File: src/rtl/s2p_rx.sv
// Serial-to-parallel receiver: assembles LSB-first serial bits into WIDTH-bit
// words, queues them in a small FIFO read over valid/ready, and flags errors.
module s2p_rx #(
  parameter int WIDTH   = 4,
  parameter int DEPTH   = 2,
  parameter int GAP_MAX = 8
) (
  input  logic                       clk,
  input  logic                       rst,
  input  logic                       data,
  input  logic                       vld,
  output logic [WIDTH-1:0]           dout,
  output logic                       dout_vld,
  input  logic                       dout_rdy,
  output logic [$clog2(WIDTH+1)-1:0] bit_cnt,
  output logic                       ovf,
  output logic                       frag_err,
  input  logic                       clr_err
);
  localparam int CW = $clog2(WIDTH+1);
  localparam int PW = (DEPTH > 1) ? $clog2(DEPTH) : 1;
  localparam int OW = $clog2(DEPTH+1);
  localparam int GW = (GAP_MAX > 0) ? $clog2(GAP_MAX+1) : 1;
  localparam logic [CW-1:0] BIT_LAST = CW'(WIDTH-1);
  localparam logic [GW-1:0] GAP_LAST = GW'((GAP_MAX > 0) ? GAP_MAX-1 : 0);
  localparam logic [PW-1:0] PTR_LAST = PW'(DEPTH-1);
  localparam logic [OW-1:0] OCC_FULL = OW'(DEPTH);

  // Handshake: a word leaves the FIFO on any edge where dout_vld=1 and
  // dout_rdy=1; dout is held stable while dout_vld=1 and dout_rdy=0.
  logic [WIDTH-1:0] sr_q, sr_d, assembled;
  logic [CW-1:0]    bit_cnt_q, bit_cnt_d;
  logic [GW-1:0]    gap_q, gap_d;
  logic [PW-1:0]    wr_ptr_q, wr_ptr_d, rd_ptr_q, rd_ptr_d;
  logic [OW-1:0]    count_q, count_d;
  logic [WIDTH-1:0] mem_q [DEPTH];
  logic             ovf_q, ovf_d, frag_q, frag_d;
  logic             push, timeout, pop, full, accept, ovf_set;

  assign assembled = {data, sr_q[WIDTH-1:1]};
  assign pop       = (count_q != '0) && dout_rdy;
  assign full      = (count_q == OCC_FULL);
  assign accept    = push && (!full || pop);
  assign ovf_set   = push && full && !pop;

  always_comb begin
    sr_d      = sr_q;
    bit_cnt_d = bit_cnt_q;
    gap_d     = gap_q;
    push      = 1'b0;
    timeout   = 1'b0;
    if (vld) begin
      sr_d  = assembled;
      gap_d = '0;
      if (bit_cnt_q == BIT_LAST) begin
        bit_cnt_d = '0;
        push      = 1'b1;
      end else begin
        bit_cnt_d = bit_cnt_q + CW'(1);
      end
    end else if (bit_cnt_q != '0) begin
      // The edge on which the gap count would reach GAP_MAX discards the word.
      if ((GAP_MAX > 0) && (gap_q == GAP_LAST)) begin
        bit_cnt_d = '0;
        gap_d     = '0;
        timeout   = 1'b1;
      end else begin
        gap_d = gap_q + GW'(1);
      end
    end
  end

  always_comb begin
    wr_ptr_d = wr_ptr_q;
    rd_ptr_d = rd_ptr_q;
    count_d  = count_q;
    if (accept) wr_ptr_d = (wr_ptr_q == PTR_LAST) ? '0 : wr_ptr_q + PW'(1);
    if (pop)    rd_ptr_d = (rd_ptr_q == PTR_LAST) ? '0 : rd_ptr_q + PW'(1);
    if (accept && !pop)      count_d = count_q + OW'(1);
    else if (!accept && pop) count_d = count_q - OW'(1);
    ovf_d  = ovf_set ? 1'b1 : (clr_err ? 1'b0 : ovf_q);
    frag_d = timeout ? 1'b1 : (clr_err ? 1'b0 : frag_q);
  end

  always_ff @(posedge clk or posedge rst) begin
    if (rst) begin
      sr_q      <= '0;
      bit_cnt_q <= '0;
      gap_q     <= '0;
      wr_ptr_q  <= '0;
      rd_ptr_q  <= '0;
      count_q   <= '0;
      ovf_q     <= 1'b0;
      frag_q    <= 1'b0;
    end else begin
      sr_q      <= sr_d;
      bit_cnt_q <= bit_cnt_d;
      gap_q     <= gap_d;
      wr_ptr_q  <= wr_ptr_d;
      rd_ptr_q  <= rd_ptr_d;
      count_q   <= count_d;
      ovf_q     <= ovf_d;
      frag_q    <= frag_d;
    end
  end

  always_ff @(posedge clk or posedge rst) begin
    if (rst) begin
      for (int i = 0; i < DEPTH; i++) mem_q[i] <= '0;
    end else if (accept) begin
      mem_q[wr_ptr_q] <= assembled;
    end
  end

  assign dout_vld = (count_q != '0);
  assign dout     = dout_vld ? mem_q[rd_ptr_q] : '0;
  assign bit_cnt  = bit_cnt_q;
  assign ovf      = ovf_q;
  assign frag_err = frag_q;
endmodule

File: config.mk
export PLATFORM = sky130hd
export DESIGN_NAME = s2p_rx
export DESIGN_NICKNAME = d
export VERILOG_FILES = /design/src/rtl/s2p_rx.sv
export SDC_FILE = /design/constraint.sdc
export NUM_CORES = 1
export LEC_CHECK = 0
export ABC_AREA = 0
export BUFFER_PORTS_ARGS = -buffer_cell sky130_fd_sc_hd__buf_2
export CELL_PAD_IN_SITES_DETAIL_PLACEMENT = 1
export CELL_PAD_IN_SITES_GLOBAL_PLACEMENT = 2
export CORE_MARGIN = 4
export CORE_UTILIZATION = 40
export DETAILED_ROUTE_END_ITERATION = 8
export MAX_ROUTING_LAYER = met4
export PLACE_DENSITY_LB_ADDON = 0.3
export SYNTH_ARGS = -nofsm -noshare
export SYNTH_HDL_FRONTEND = slang
export SYNTH_SLANG_ARGS = --single-unit
File: constraint.sdc
create_clock -name clk -period 3.42 [get_ports clk]
set_input_delay 0.171 -clock clk [delete_from_list [all_inputs] [get_ports clk]]
set_output_delay 0.171 -clock clk [all_outputs]
set_load 0.1 [all_outputs]
==> results.tsv, run 1 <==
stage	metric	value	unit
grt	global-route wire length before repair	3.739	mm
clock_network	clock buffer depth	2	
die	Die Area	0.003818	mm^2
clock_network	Root Driver	clkbuf_4	
routing	Detailed Route WL	2.185	mm
setup_path	Buf/Inv on CP	1	
setup_path	critical-path cell list	nor2_1 > nor2_1 > buf_2	
die	IO Pins	16	
clock_network	CTS H-tree depth	1	
grt	vias in the first global route	811	
yosys	yosys warns	0	
placement	dpl ws	1771	ps
clock_network	number of setup buffers added after CTS	0	
yosys	synth cell count leaders	24 x dfrtp_1, 8 x nor2_1, 7 x inv_1, 7 x mux2_2, 5 x o21ai_0	
clock_network	CTS tree	yes	
setup_path	worst flop-to-flop path endpoint	count_q[1]	
setup_path	Crit-path slowest cell	dfrtp_1	
grt	grt ovf	0	
yosys	Gate Count Post-Synth	97	
setup_path	Worst R2R Start	count_q[0]	
yosys	Synth async-reset ratio	1.000	
setup_path	CP Launch Type	register	
sta	FMAX	585.0	MHz
sta	Slew headroom	0.3911	
sta	unrepaired setup endpoints after global routing	no	
cells_and_area	layout cells sized above 1	0.3009	
placement	PortBufs	15	
sta	Final period util	0.4998	
yosys	number of distinct library cells after synthesis	29	
die	Starting Density	0.4197	
clock_network	clock sinks	24	
routing	vias per cell	5.083	
setup_path	CP arrival	1540	ps
routing	vias	732	
sta	worst slew pin tran	912.4	ps
worst_hold_path	Hold Crit Class	primary input to async pin	
cells_and_area	Layout Area Growth over Synthesis	11.78	%
setup_path	kind of critical path	register to output port	
setup_path	flop2flop setup slack	1760	ps
sta	Final Hold Vio Count	0	
die	Row Count	19	
clock_network	CTS clk-pin slew, worst paths	130	ps
clock_network	Post-CTS Resized	0	
die	die width	61.79	um
yosys	flop and latch count out of synthesis	24	
yosys	Synth top area share	0.5189	
setup_path	Crit path max-delay family	flip-flops	
status	status	finished, final reports clean	
setup_path	Setup crit end kind	output port	
grt	initial antenna violation count	0	
grt	pin count of the biggest net entering global routing	25	
sta	Slew Limit Fails	0	
yosys	most common cell in the synthesized netlist	dfrtp_1	
routing	post-route ant nets	0	
routing	initial DRC count	16	
die	Die Y	61.79	um
sta	Fin Clk Skew	1.446	ps
sta	fin worst setup slack	1711	ps
run	MaxCap Viol Count	0	
yosys	most used flip-flop cell after synthesis	dfrtp_1	
routing	drt first pass iters	3	
setup_path	Critical Path RT	3250	ps
sta	setup TNS	0	ps
routing	DRC Markers	0	
clock_network	clock latency on the worst-skew pair	310	ps
yosys	Synth area leader	dfrtp_1	
cells_and_area	fin nets	124	
yosys	sequential share of the synthesized area	0.5189	
setup_path	CP Max Fanout	5	
yosys	synthesized cell area	0.001157	mm^2
cells_and_area	ANT cells	0	
setup_path	worst reg2reg path depth	6	
setup_path	max incr delay on CP	460	ps
die	Core Area	0.002758	mm^2
clock_network	CTS Hold Buffers Added	0	
yosys	Synth Net Count	107	
sta	minimum clock period	1709	ps
sta	# setup viols final	0	
grt	gr usage total	0.1398	
placement	Detailed Place HPWL	1.669	mm
yosys	Post-synth EDFFs	0	
yosys	dominant cells by area after synthesis	dfrtp_1 52%, mux2_2 6.8%, mux2_4 5.2%	
yosys	Syn Area/Cell	11.93	um^2
setup_path	Crit path top cell by count	nor2_1	
routing	routed len/inst	15.17	um
placement	Final GP Congestion	0.7750	
clock_network	cts bufs inserted	3	
[final cells by class]
cell class                 instances  area [um^2]
clock buffer                       4        36.28
fill                             315         1464
inverter                           7        26.28
multi-input combinational         63        516.7
sequential                        24        600.6
tap                               31        38.79
timing repair buffer              15        75.07
[layer usage]
| metal | up-vias | track usage | share of wire | wire length [um] |
|---|---|---|---|---|
| met5 | - | - | 0 | 0 |
| met4 | 0 | 0.05455 | 0.0096 | 21 |
| met3 | 2 | 0.02479 | 0.031 | 67 |
| met2 | 11 | 0.2392 | 0.51 | 1124 |
| met1 | 357 | 0.1622 | 0.44 | 972 |
| li1 | 362 | - | - | - |
[worst max-delay path by stage]
stage	startpoint	endpoint	slack, ps	depth (start not counted)
6_report	count_q[0]	dout[3]	1710	3
2_1_floorplan	bit_cnt[0]	mem_q[0]	1170	4
4_1_cts	count_q[0]	dout[3]	1650	3
3_5_place_dp	count_q[0]	count_q[1]	1770	6
3_3_place_gp	bit_cnt[0]	mem_q[0]	1840	4
5_1_grt	count_q[0]	dout[3]	1580	3
[stage by stage]
step	instances	utilization	hold WS [ps]	area, um^2
global route	144	0.4691	18.51	1294
CTS	144	0.4691	40.39	1294
floorplan	97	-	185.6	1157
global placement	140	0.4560	385.7	1257
finish	144	0.4691	34.93	1294
detailed placement	140	0.4560	399.9	1257
[worst reg2reg max path, stage by stage, from the launching register on]
cell and delay (ps):
dfrtp_1 460, nor3b_2 360, nor2_1 140, ha_1 210, xor2_1 140, nor2_1 110, xor2_1 160
[flip-flops by register name (all words and copies together) (netlist names), 2 cells and up]
signal	cells
bit_cnt	3
count_q	2
gap_q	4
mem_q	8
sr_q	3
[layout by cell type (no fill, tap or decap), types with 2 or more instances in the layout]
cell,n
mux2i_1,4
buf_2,15
nand3_1,2
xnor2_1,3
o21ai_0,5
xor2_1,3
dfrtp_1,24
a21oi_1,3
nor2_1,8
nand2b_1,3
clkbuf_4,3
mux2_4,4
nand2_1,4
inv_1,7
ha_1,4
mux2_2,7
[cells by family (layout without fill, tap and decap cells)]
kind of cell             Yosys count  in the layout  synth area share
multiplexers                      15             15            0.1546
AND/OR/NAND/NOR                   27             27            0.1460
flip-flops                        24             24            0.5189
AO/OA/AOI/OAI                     11             11           0.05729
buffers and inverters             10             26           0.03460
XOR/XNOR                           6              6           0.04541
adder cells (fa/ha/maj)            4              4           0.04324
Power of run 1 is left out: the tool's default activity adds up to more than one toggle a clock period on the data nets, which glitch-free logic cannot reach.
==> inputs of run 2 (changes only) <==
CORE_UTILIZATION = 33   (was 40)
clock period = 1.39 ns   (was 3.42 ns; I/O delays follow)
==> run 2 against run 1 <==
Net effect: the flow now finishes with violations (negative setup slack); non-clock buffer count rose by 27; sequential cell count unchanged; clock skew up 12 ps; via count up 19%; critical path depth is 1 higher; worst setup slack lost 1900 ps; core utilization increased by 7.7 points; count of clock-buffer cells in the layout fell by 1; worst hold slack improved by 140 ps.
==> results.tsv, run 2 (same netlist as run 1, synthesis figures left out) <==
stage	metric	value	unit	change
status	status	finished, violations left		
status	failing checks	negative setup slack		
grt	initial antenna violation count	0		unchanged
cells_and_area	layout cells sized above 1	0.6214		+0.3205
routing	vias per cell	4.683		-7.9%
sta	unrepaired setup endpoints after global routing	yes		
placement	Placement Cell Area	0.001538	mm^2	+22%
cells_and_area	commonest non-fill, non-tap cells in the layout	19 x dfrtp_1, 17 x buf_4, 8 x mux2_4		
setup_path	CP Launch Type	register		
die	Core Area	0.003363	mm^2	+22%
die	die width	67.22	um	+8.8%
die	Die Area	0.004519	mm^2	+18%
sta	Fin Clk Skew	13.10	ps	+11.66 ps
setup_path	CP arrival	1780	ps	+240 ps
power	P_leak	0.8329	nW	
die	Die Y	67.22	um	+8.8%
cells_and_area	filler instances	371		+18%
sta	minimum clock period	1564	ps	
setup_path	kind of critical path	register to register		
cells_and_area	ANT cells	0		unchanged
sta	FMAX	639.4	MHz	
cells_and_area	fin area	0.001836	mm^2	+42%
clock_network	clock sinks	24		unchanged
sta	Slew Limit Fails	0		unchanged
sta	# setup viols final	19		+19
setup_path	Critical Path RT	1610	ps	-1640 ps
placement	PortBufs	15		unchanged
routing	routed len/inst	14.88	um	-2.0%
clock_network	Root Driver	clkbuf_4		
clock_network	CTS tree	yes		
clock_network	CTS clk-pin slew, worst paths	150	ps	+20 ps
run	MaxCap Viol Count	0		unchanged
cells_and_area	commonest non-fill, non-tap cell in the layout	dfrtp_1		
routing	drt first pass iters	3		unchanged
cells_and_area	max FFs per register	8		unchanged
sta	worst slew pin tran	486.3	ps	-426.1 ps
routing	vias	871		+19%
grt	global-route wire length before repair	4.643	mm	+24%
grt	pin count of the biggest net entering global routing	16		-36%
cells_and_area	top flop regs	mem_q x8, gap_q x4		
clock_network	clock buffer depth	2		unchanged
setup_path	Setup crit end kind	register		
die	Row Count	21		+2
cells_and_area	footprint of the flip-flops and latches	611.8	um^2	+1.9%
cells_and_area	area of the multi-input gates	684.4	um^2	+32%
die	Starting Density	0.3441		-0.07557
grt	gr usage total	0.1409		+0.001078
placement	Detailed Place HPWL	1.908	mm	+14%
die	IO Pins	16		unchanged
routing	DRC Markers	0		unchanged
routing	Detailed Route WL	2.767	mm	+27%
sta	Slew headroom	0.6780		+0.2870
sta	fin worst setup slack	-174.1	ps	-1885 ps
cells_and_area	Layout Area Growth over Synthesis	58.59	%	
setup_path	CP Max Fanout	4		-1
sta	Final period util	1.125		
routing	initial DRC count	4		-12
sta	final hold slack	170.5	ps	+135.6 ps
clock_network	CTS H-tree depth	1		unchanged
sta	Final Hold Vio Count	0		unchanged
cells_and_area	Top reg by flops	mem_q		
worst_hold_path	Hold Crit Class	primary input to register		
clock_network	clock latency on the worst-skew pair	320	ps	about the same
placement	Final GP Congestion	0.7173		-7.4%
grt	grt ovf	0		unchanged
power	VDD IR-drop max	0.0007275	V	
power	pwr dens	2567	mW/mm^2	
routing	post-route ant nets	0		unchanged
setup_path	flop2flop setup slack	-170	ps	-1930 ps
cells_and_area	fin nets	151		+22%
clock_network	cts bufs inserted	3		unchanged
cells_and_area	final core occ	0.5458		+0.07661
grt	vias in the first global route	974		+20%
==> run 2: power by group <==
group          switching (W)  internal, W
Sequential          0.000255     0.000954
Combinational        0.00163      0.00135
Clock               0.000232     0.000291
==> run 2: routing by layer <==
layer | share of wire | track usage | up-vias
met1 | 0.43 | 0.1587 | 441
li1 | - | - | 418
met4 | 0.0076 | 0.05316 | 0
met3 | 0.030 | 0.02329 | 2
met2 | 0.53 | 0.2491 | 10
met5 | 0 | - | -
==> run 2: timing repair <==
item / 4_1_cts / 5_1_grt
buffers inserted: 3 / 4
gates resized for setup: 22 / 27
hold endpoints to repair: 13 / 0
endpoints found under the setup margin: 22 / 21
hold buffers: 3 / 0
pin swaps: 9 / 7
==> run 2: worst paths after layout <==
check	cells past startpoint	from	endpoint
max in group asynchronous	4	rst	count_q[0]
min in group asynchronous	3	rst	frag_err
min reg2reg	2	ovf	ovf
max reg2reg	4	bit_cnt[1]	mem_q[2]
min	3	vld	gap_q[1]
max	4	bit_cnt[1]	mem_q[2]
==> run 2: final cells by class <==
type	instances	share of cell area
Timing Repair Buffer	42	0.2168
Sequential cell	24	0.3333
Tap cell	46	0.03136
Clock buffer	3	0.01227
Inverter	7	0.01704
Multi-Input combinational cell	63	0.3729
Clock inverter	1	0.01636
==> run 2: through the flow <==
| stage | total power (W) | cells | setup TNS (ps) | setup slack, ps |
|---|---|---|---|---|
| 4_1_cts | 0.004505 | 183 | -1439 | -168.3 |
| 3_5_place_dp | 0.003687 | 173 | -1413 | -153.1 |
| 5_1_grt | 0.004952 | 186 | -2981 | -217.2 |
| 6_report | 0.004713 | 186 | -1803 | -174.1 |
| 3_3_place_gp | 0.003614 | 173 | -881.6 | -133.6 |
| 2_1_floorplan | 0.002791 | 97 | -3851 | -356.1 |
==> run 2: critical path: stages, from the launching register on <==
cell and delay [ps]:
dfrtp_4 460, ha_4 150, nand3b_4 100, or3b_4 440, mux2_4 310
No activity file was read; power rests on OpenSTA's default activity.
==> inputs of run 3 (changes only) <==
CORE_UTILIZATION = 37   (was 33)
CTS_BUF_LIST = sky130_fd_sc_hd__clkbuf_16   (was not set)
RECOVER_POWER = 100   (was not set)
clock period = 1.6 ns   (was 1.39 ns; I/O delays follow)
==> run 3 against run 2 <==
Net effect: the flow now finishes without violations; die area down 9.5%; global-route usage up 0.18 points; sequential share of layout area up 6.4 points; clock skew down 9.6 ps; critical endpoint unchanged; register-to-register slack better by 220 ps; wire length down 12%; critical path type unchanged; clock power up 37%; final cell count down 9.1%; core utilization down 3.7 points; critical path depth unchanged.
==> results.tsv, run 3 (same netlist as run 1, synthesis figures left out) <==
stage	metric	value	unit	change
placement	Detailed Place HPWL	1.778	mm	-6.8%
sta	Slew headroom	0.6024		-0.07558
grt	grt ovf	0		unchanged
cells_and_area	Layout Area Growth over Synthesis	33.19	%	
placement	Placed Cells	163		-5.8%
cells_and_area	ANT cells	0		unchanged
cells_and_area	Finished Layout Cells	169		-9.1%
die	Die Y	63.93	um	-4.9%
die	Starting Density	0.3822		+0.03811
power	switching share of power	0.4540		+0.005688
setup_path	CP arrival	1700	ps	-80 ps
grt	initial antenna violation count	0		unchanged
power	P_leak	0.7287	nW	-13%
worst_hold_path	Hold Crit Class	primary input to register		
clock_network	clock sinks	24		unchanged
routing	DRC Markers	0		unchanged
die	Row Count	20		-4.8%
grt	gr usage total	0.1427		+0.001847
clock_network	CTS H-tree depth	1		unchanged
cells_and_area	max FFs per register	8		unchanged
routing	vias per cell	4.757		+1.6%
run	MaxCap Viol Count	0		unchanged
power	Psw	0.001579	W	-25%
placement	PortBufs	15		unchanged
power	total power	0.003477	W	-26%
clock_network	clock latency on the worst-skew pair	260	ps	-60 ps
grt	global-route wire length before repair	4.422	mm	-4.8%
sta	FMAX	644.6	MHz	+0.82%
sta	Final period util	0.9696		-0.1556
clock_network	CTS clk-pin slew, worst paths	60	ps	-90 ps
grt	vias in the first global route	966		-0.82%
routing	post-route ant nets	0		unchanged
setup_path	CP Max Fanout	4		unchanged
cells_and_area	layout cells sized above 1	0.4400		-0.1814
placement	Final GP Congestion	0.7678		+7.0%
sta	minimum clock period	1551	ps	-12.66 ps
die	Core Area	0.003028	mm^2	-10%
routing	routed len/inst	14.41	um	-3.1%
grt	pin count of the biggest net entering global routing	25		+9
clock_network	CTS tree	yes		
sta	worst slew pin tran	596.3	ps	+110.0 ps
power	Int Power	0.001899	W	-27%
die	Die Area	0.004087	mm^2	-9.5%
setup_path	kind of critical path	register to register		
sta	Final Hold Vio Count	0		unchanged
cells_and_area	commonest non-fill, non-tap cell in the layout	dfrtp_1		
sta	Fin Clk Skew	3.525	ps	-9.577 ps
setup_path	CP Launch Type	register		
sta	setup TNS	0	ps	+1803 ps
routing	Detailed Route WL	2.435	mm	-12%
clock_network	cts bufs inserted	3		unchanged
power	clock power share	0.207		+0.096
power	VDD IR-drop max	0.001101	V	+51%
sta	# setup viols final	0		-19
setup_path	Critical Path RT	1750	ps	+140 ps
power	pwr dens	2256	mW/mm^2	-12%
routing	initial DRC count	21		+17
setup_path	flop2flop setup slack	50	ps	+220 ps
sta	Slew Limit Fails	0		unchanged
power	power share of the sequential group	0.288		+0.032
routing	vias	804		-7.7%
clock_network	Root Driver	clkbuf_16		
setup_path	Setup crit end kind	register		
die	IO Pins	16		unchanged
status	status	finished, final reports clean		
die	die width	63.93	um	-4.9%
sta	unrepaired setup endpoints after global routing	no		
clock_network	clock buffer depth	2		unchanged
cells_and_area	commonest non-fill, non-tap cells in the layout	21 x dfrtp_1, 10 x buf_4, 7 x mux2_2, 7 x clkbuf_2		
cells_and_area	fin nets	136		-9.9%
power	Comb power frac	0.505		-0.127
cells_and_area	Top reg by flops	mem_q		
cells_and_area	top flop regs	mem_q x8, gap_q x4		
routing	drt first pass iters	2		-1
-- run 3: changes by cell type in the layout (fill, tap and decap cells not counted), sizes merged --
cell         delta
buf            -20
clkbuf          +7
dlygate4sd3     -2
-- run 3: power groups by stage --
| stage | clock network (W) | registers [W] | logic (W) |
|---|---|---|---|
| 2_1_floorplan | 0 | 0.00110 | 0.00130 |
| 3_3_place_gp | 0 | 0.00101 | 0.00170 |
| 3_5_place_dp | 0 | 0.00102 | 0.00174 |
| 4_1_cts | 0.000734 | 0.00101 | 0.00175 |
| 5_1_grt | 0.000756 | 0.00105 | 0.00188 |
| 6_report | 0.000720 | 0.00100 | 0.00175 |
-- run 3: per-stage QoR --
step / hold slack, ps / setup slack (ps) / util / instance area, um^2
finish: 22.76 / 48.57 / 0.5091 / 1541
global route: 27.56 / 6.647 / 0.5091 / 1541
CTS: 20.28 / 43.41 / 0.5074 / 1536
detailed placement: 145.3 / 59.96 / 0.4694 / 1421
global placement: 134.8 / 80.12 / 0.4694 / 1421
floorplan: 94.68 / -189.8 / - / 1230
-- run 3: final timing paths --
path / startpoint / end / depth (start not counted)
worst max-delay path: bit_cnt[1] / mem_q[2] / 4
worst max register to register: bit_cnt[1] / mem_q[2] / 4
max in group asynchronous: rst / bit_cnt[2] / 4
worst min register to register: mem_q[5] / mem_q[5] / 1
worst min-delay path: clr_err / frag_err / 2
min in group asynchronous: rst / wr_ptr_q / 4
-- run 3: what timing repair did --
action / 4_1_cts / 5_1_grt
buffers inserted: 0 / 1
gates resized for setup: 0 / 3
endpoints found under the setup margin: 0 / 4
hold buffers: 1 / 0
endpoints found under the hold margin: 24 / 0
-- run 3: metal layers --
metal  global-route usage  wire length, um  vias to the layer above
met5                    -                0                        -
met4              0.06199               39                        0
met3              0.02285               57                        4
met2               0.2452             1274                       13
met1               0.1637             1063                      401
li1                     -                -                      386
-- run 3: critical path: stages, from the launching register on --
cell	delay, ps
dfrtp_4	430
ha_4	160
nand3b_4	110
or3b_4	430
mux2_4	310
-- run 3: final cells by class --
class | instances | area, um^2
Clock buffer | 3 | 75.07
Clock inverter | 1 | 30.03
Fill cell | 326 | 1486
Inverter | 7 | 31.28
Multi-Input combinational cell | 63 | 565.5
Sequential cell | 24 | 611.8
Tap cell | 44 | 55.05
Timing Repair Buffer | 27 | 172.7
